File: src/rtl/lemming_pkg.sv
// rtl/lemming_pkg.sv - shared types, counter widths and helpers for the lemming tracker
package lemming_pkg;

    localparam int CNT8_W  = 8;
    localparam int CNT16_W = 16;

    typedef enum logic [1:0] {
        ST_ACTIVE  = 2'd0,
        ST_FALLING = 2'd1,
        ST_DEAD    = 2'd2
    } state_t;

    // True when two or more bits of the behaviour vector are set.
    function automatic logic multi_hot(input logic [4:0] v);
        return (v & (v - 5'd1)) != 5'd0;
    endfunction

endpackage

File: src/rtl/sat_counter.sv
// rtl/sat_counter.sv - up counter that sticks at all-ones, with synchronous clear
//
// Ports:
//   clk, areset_n : clock, asynchronous active-low reset (count -> 0)
//   clr           : synchronous clear, wins over inc
//   inc           : count up by one unless already at all-ones
//   count         : current value
module sat_counter #(
    parameter int W = 8
) (
    input  logic         clk,
    input  logic         areset_n,
    input  logic         clr,
    input  logic         inc,
    output logic [W-1:0] count
);

    always_ff @(posedge clk or negedge areset_n) begin
        if (!areset_n) begin
            count <= '0;
        end else if (clr) begin
            count <= '0;
        end else if (inc && (count != '1)) begin
            count <= count + W'(1);
        end
    end

endmodule

File: src/rtl/lemming_tracker.sv
// rtl/lemming_tracker.sv - tracks position, walk statistics and fall/death status of one lemming
//
// Ports:
//   clk, areset_n          : clock, asynchronous active-low reset
//   walk_left, walk_right,
//   aah, digging, jumping  : behaviour flags from the upstream lemming FSM (expected one-hot)
//   clr_stats              : synchronous clear of steps, fall_last and illegal
//   pos_x                  : horizontal position, 0..X_MAX
//   steps                  : saturating count of cycles in which pos_x moved
//   fall_cur, fall_last    : length of the fall in progress / of the last landed fall
//   at_wall_l, at_wall_r   : pos_x is at the left / right edge
//   dead                   : sticky, lemming has stopped with no behaviour active
//   splat_evt              : one-cycle pulse when a too-long fall ends in death
//   illegal                : sticky, more than one behaviour flag was seen at once
module lemming_tracker
    import lemming_pkg::*;
#(
    parameter int XW         = 8,
    parameter int X_MAX      = 159,
    parameter int X_INIT     = 0,
    parameter int FALL_LIMIT = 20
) (
    input  logic               clk,
    input  logic               areset_n,
    input  logic               walk_left,
    input  logic               walk_right,
    input  logic               aah,
    input  logic               digging,
    input  logic               jumping,
    input  logic               clr_stats,
    output logic [XW-1:0]      pos_x,
    output logic [CNT16_W-1:0] steps,
    output logic [CNT8_W-1:0]  fall_cur,
    output logic [CNT8_W-1:0]  fall_last,
    output logic               at_wall_l,
    output logic               at_wall_r,
    output logic               dead,
    output logic               splat_evt,
    output logic               illegal
);

    localparam logic [XW-1:0]     XMAX_V      = XW'(X_MAX);
    localparam logic [XW-1:0]     XINIT_V     = XW'(X_INIT);
    localparam logic [CNT8_W-1:0] FALL_LIM_V  = CNT8_W'(FALL_LIMIT);
    localparam logic              WALL_L_INIT = (X_INIT == 0);
    localparam logic              WALL_R_INIT = (X_INIT == X_MAX);

    state_t        state;
    state_t        state_next;
    logic          dir;
    logic [4:0]    beh;
    logic          none;
    logic          live;
    logic          legal;
    logic          falling;
    logic          go_left;
    logic          go_right;
    logic [XW-1:0] pos_next;
    logic          moved;
    logic          land;

    assign beh     = {walk_left, walk_right, aah, digging, jumping};
    assign none    = (beh == 5'd0);
    assign live    = (state != ST_DEAD);
    // A multi-hot cycle freezes everything except the illegal flag.
    assign legal   = live && !multi_hot(beh);
    assign falling = (state == ST_FALLING);
    assign land    = legal && falling && !aah && !none;

    // Jumping carries the lemming along its last walking direction.
    assign go_left  = legal && (walk_left  || (jumping && !dir));
    assign go_right = legal && (walk_right || (jumping &&  dir));

    always_comb begin
        pos_next = pos_x;
        if (go_left && (pos_x != '0)) begin
            pos_next = pos_x - XW'(1);
        end else if (go_right && (pos_x != XMAX_V)) begin
            pos_next = pos_x + XW'(1);
        end
    end

    assign moved = (pos_next != pos_x);

    always_comb begin
        state_next = state;
        if (legal) begin
            case (state)
                ST_ACTIVE: begin
                    if (none) state_next = ST_DEAD;
                    else if (aah) state_next = ST_FALLING;
                end
                ST_FALLING: begin
                    if (none) state_next = ST_DEAD;
                    else if (!aah) state_next = ST_ACTIVE;
                end
                default: state_next = state;
            endcase
        end
    end

    sat_counter #(.W(CNT16_W)) u_steps (
        .clk      (clk),
        .areset_n (areset_n),
        .clr      (clr_stats),
        .inc      (moved),
        .count    (steps)
    );

    // fall_cur is always 0 in ACTIVE, so the first aah increment loads 1.
    sat_counter #(.W(CNT8_W)) u_fall (
        .clk      (clk),
        .areset_n (areset_n),
        .clr      (land),
        .inc      (legal && aah),
        .count    (fall_cur)
    );

    always_ff @(posedge clk or negedge areset_n) begin
        if (!areset_n) begin
            state     <= ST_ACTIVE;
            pos_x     <= XINIT_V;
            dir       <= 1'b0;
            fall_last <= '0;
            illegal   <= 1'b0;
            splat_evt <= 1'b0;
            at_wall_l <= WALL_L_INIT;
            at_wall_r <= WALL_R_INIT;
        end else begin
            state     <= state_next;
            pos_x     <= pos_next;
            at_wall_l <= (pos_next == '0);
            at_wall_r <= (pos_next == XMAX_V);
            splat_evt <= legal && falling && none && (fall_cur > FALL_LIM_V);
            if (legal && walk_left) begin
                dir <= 1'b0;
            end else if (legal && walk_right) begin
                dir <= 1'b1;
            end
            if (clr_stats) begin
                fall_last <= '0;
            end else if (land) begin
                fall_last <= fall_cur;
            end
            if (clr_stats) begin
                illegal <= 1'b0;
            end else if (live && !legal) begin
                illegal <= 1'b1;
            end
        end
    end

    assign dead = (state == ST_DEAD);

endmodule

File: config.mk
export PLATFORM = sky130hd
export DESIGN_NAME = lemming_tracker
export DESIGN_NICKNAME = d
export VERILOG_FILES = /design/src/rtl/lemming_pkg.sv /design/src/rtl/sat_counter.sv /design/src/rtl/lemming_tracker.sv
export SDC_FILE = /design/constraint.sdc
export NUM_CORES = 1
export LEC_CHECK = 0
export ABC_CLOCK_PERIOD_IN_PS = 3700
export CORE_MARGIN = 3
export CORE_UTILIZATION = 45
export CTS_CLUSTER_DIAMETER = 40
export DETAILED_ROUTE_END_ITERATION = 16
export GPL_TIMING_DRIVEN = 0
export PLACE_DENSITY = 0.72
export SLEW_MARGIN = 20
export SYNTH_ARGS = -nofsm -noshare
export SYNTH_HDL_FRONTEND = slang
export SYNTH_SLANG_ARGS = --single-unit
File: constraint.sdc
create_clock -name clk -period 3.7 [get_ports clk]
set_input_delay 0.555 -clock clk [delete_from_list [all_inputs] [get_ports clk]]
set_output_delay 0.555 -clock clk [all_outputs]
set_load 0.03 [all_outputs]
==> flow_summary.yaml <==
cells_and_area:
  n_fill_cell: 465
  diodes: 0
  ff_latch_area_sq_um: 1180
  multi_input_area_sq_um: 1310
  drive_gt1_share_pct: 8.07
  area_growth_syn_to_layout_pct: 27.2
  final_nets: 335
clocking:
  cts.repair.resized: 0
  clock_sinks: 47
  htree_levels: 2
  cts_tree: "built"
  clockRootBuffer: "clkbuf_8"
  clk_pin_slew_ns: 0.10
  cts_hold_buffers: 0
  clockBufferDepth: 2
  cts_setup_buffers: 0
  numCtsBuffers: 5
  insertion_delay_ns: 0.31
worst_setup_path:
  ff2ff_path_depth: 8
  critPathMaxFanout: 10
  worstSetupStartpointType: "input port"
  r2r-end: "u_steps.count[11]"
  reg2reg_from: "pos_x[1]"
  crit_required_ns: 3.91
  crit_type: "in2reg"
  rrSetupSlack_ns: 1.02
  cp-end-kind: "flip-flop"
  crit_arrival_ns: 3.25
sta:
  final.period_utilization_pct: 82.2
  fin_crit_ns: 3.04
  whs_ns: 0.159
  setup-violations-final: 0
  setup_slack_ns: 0.658
  hold_viol_final: 0
  max_freq_mhz: 329
  clock_skew_ns: 0.0100
  tightest_slew_ns: 0.700
  rsz0062_at_grt: "no"
  slew_violations: 0
  max-slew-margin-rel_pct: 53.1
  fin_setup_tns_ns: 0
synthesis:
  synth_ff_type: "dfrtp_1"
  synth_top_area_share_pct: 44.9
  ys_ff_latch: 47
  synth_warnings: 0
  yosysMostFrequentCell: "dfrtp_1"
  netlist_top_cells_area: "dfrtp_1 45%, nor2_1 5.9%, xnor2_1 5.1%, xor2_1 3.8%, mux2i_1 3.1%"
  ys_seq_area_share_pct: 46.0
  synth_edf_count: 0
  synth_cell_types: 50
  synth_nets: 277
  async_flop_share_pct: 100
  synth_area_leader_cell: "dfrtp_1"
  synth_common_cells: "46 x dfrtp_1, 40 x nor2_1, 16 x nand2_1"
  syn_area_per_cell_sq_um: 9.74
  netlist_instances: 263
  syn-cell-area_sq_um: 2560
floorplan:
  fp.dieArea_sq_um: 6630
  start_util_pct: 48.3
  die_h_microns: 81.4
  die_x_microns: 81.4
  num_rows: 26
  core_sq_um: 5300
  ios: 53
grt:
  grt_max_degree: 33
  antenna_found_initial: 0
  grt_use_total_pct: 20.1
  grt_pass1_vias: 2059
  grt_pass1_wl_mm: 10.2
  overflow: 0
power_and_ir_drop:
  cellPowerDensity_nw_per_um2: 443
  ir_worst_vdd_mv: 0.335
  p_leak_nw: 1.32
detailed_routing:
  postRouteWirelength_mm: 6.14
  vias_per_cell: 5.58
  antenna_left: 0
  vias: 2186
  drc: 0
  initialDrtViolationCount: 79
  dr.pass1.iters: 4
  wl_per_cell_microns: 15.7
placement:
  dp_hpwl_mm: 4.38
  place_ws_ns: 0.362
  gp_congestion: 0.895
  port_buffers: 50
outcome:
  status: "finished clean"
hold_path:
  hold_class: "in2async"
flow_run:
  cap_violations: 0
worst max path at each step:
stage | from | end | slack (ns) | depth (start not counted)
floorplan | walk_left | at_wall_r | 1.15 | 7
global placement | aah | at_wall_l | 0.37 | 8
detailed placement | aah | at_wall_l | 0.36 | 8
CTS | aah | at_wall_l | 0.67 | 8
global route | aah | fall_last[6] | 0.50 | 8
finish | aah | at_wall_l | 0.66 | 8
state kept, by name (all words and copies together) (netlist names):
name	count
splat_evt	1
dir	1
state	2
at_wall_l	1
u_steps.count	16
u_fall.count	8
fall_last	8
pos_x	8
illegal	1
at_wall_r	1
routing by layer:
metal | track usage [%] | share of wire (%) | vias to the layer above
li1 | - | - | 1064
met1 | 28.5 | 47 | 1047
met2 | 30.2 | 46 | 66
met3 | 4.71 | 5.6 | 9
met4 | 6.59 | 1.5 | 0
met5 | 0 | 0 | -
cell families (layout without fill, tap and decap cells):
kind of cell / Yosys count / in the layout / synth area share, %
adder cells (fa/ha/maj): 6 / 6 / 2.93
AND/OR/NAND/NOR: 117 / 117 / 23.5
XOR/XNOR: 26 / 26 / 8.89
buffers and inverters: 19 / 78 / 3.03
flip-flops: 47 / 47 / 46.0
multiplexers: 9 / 9 / 3.57
AO/OA/AOI/OAI: 39 / 39 / 12.1
layout make-up:
class	instances	area share, %
plain buffers	10	1.34
clock buffers	5	2.11
clock inverters	3	0.730
inverters	9	1.04
multi-input cells	197	40.1
flip-flops and latches	47	36.2
well taps	70	2.69
repair buffers	51	15.8
report_power, final:
group | switching [mW] | internal [mW]
clock | 0.189 | 0.135
sequential | 0.0638 | 0.562
combinational | 0.291 | 0.202
total | 0.544 | 0.899
worst max-delay path, stage by stage:
cell	delay, ns
clkdlybuf4s50_1	0.55
or4_4	0.62
a221o_1	0.42
buf_2	0.23
a21oi_1	0.18
xor2_1	0.13
or2_2	0.31
nor4_1	0.25
per-stage QoR:
step / cells / utilization (%) / instance area (sq um) / power, mW
after detailed placement: 384 / 59.7 / 3160 / 1.13
after global placement: 383 / 59.4 / 3150 / 1.12
after CTS: 392 / 61.4 / 3260 / 1.45
final: 392 / 61.4 / 3260 / 1.44
after global routing: 392 / 61.4 / 3260 / 1.52
after floorplan: 263 / - / 2560 / 0.952
layout by cell type, fill, tap and decap left out, types with 3 or more instances in the layout:
cell | synthesis | routed
nor3_1 | 9 | 9
xor2_1 | 11 | 11
and3_1 | 4 | 4
xnor2_1 | 15 | 15
nand4_1 | 10 | 10
ha_1 | 6 | 6
or3_1 | 4 | 4
dfrtp_1 | 46 | 46
mux2i_1 | 8 | 8
clkbuf_8 | 0 | 5
nor4_1 | 7 | 7
buf_2 | 5 | 6
nand2_1 | 16 | 16
clkdlybuf4s50_1 | 0 | 49
a21oi_1 | 7 | 7
nor2b_1 | 4 | 4
o221ai_1 | 3 | 3
nand3_1 | 11 | 11
clkbuf_1 | 4 | 4
o21ai_0 | 6 | 6
nor2_1 | 40 | 40
inv_1 | 9 | 9
(Power assumes the default switching activity.)
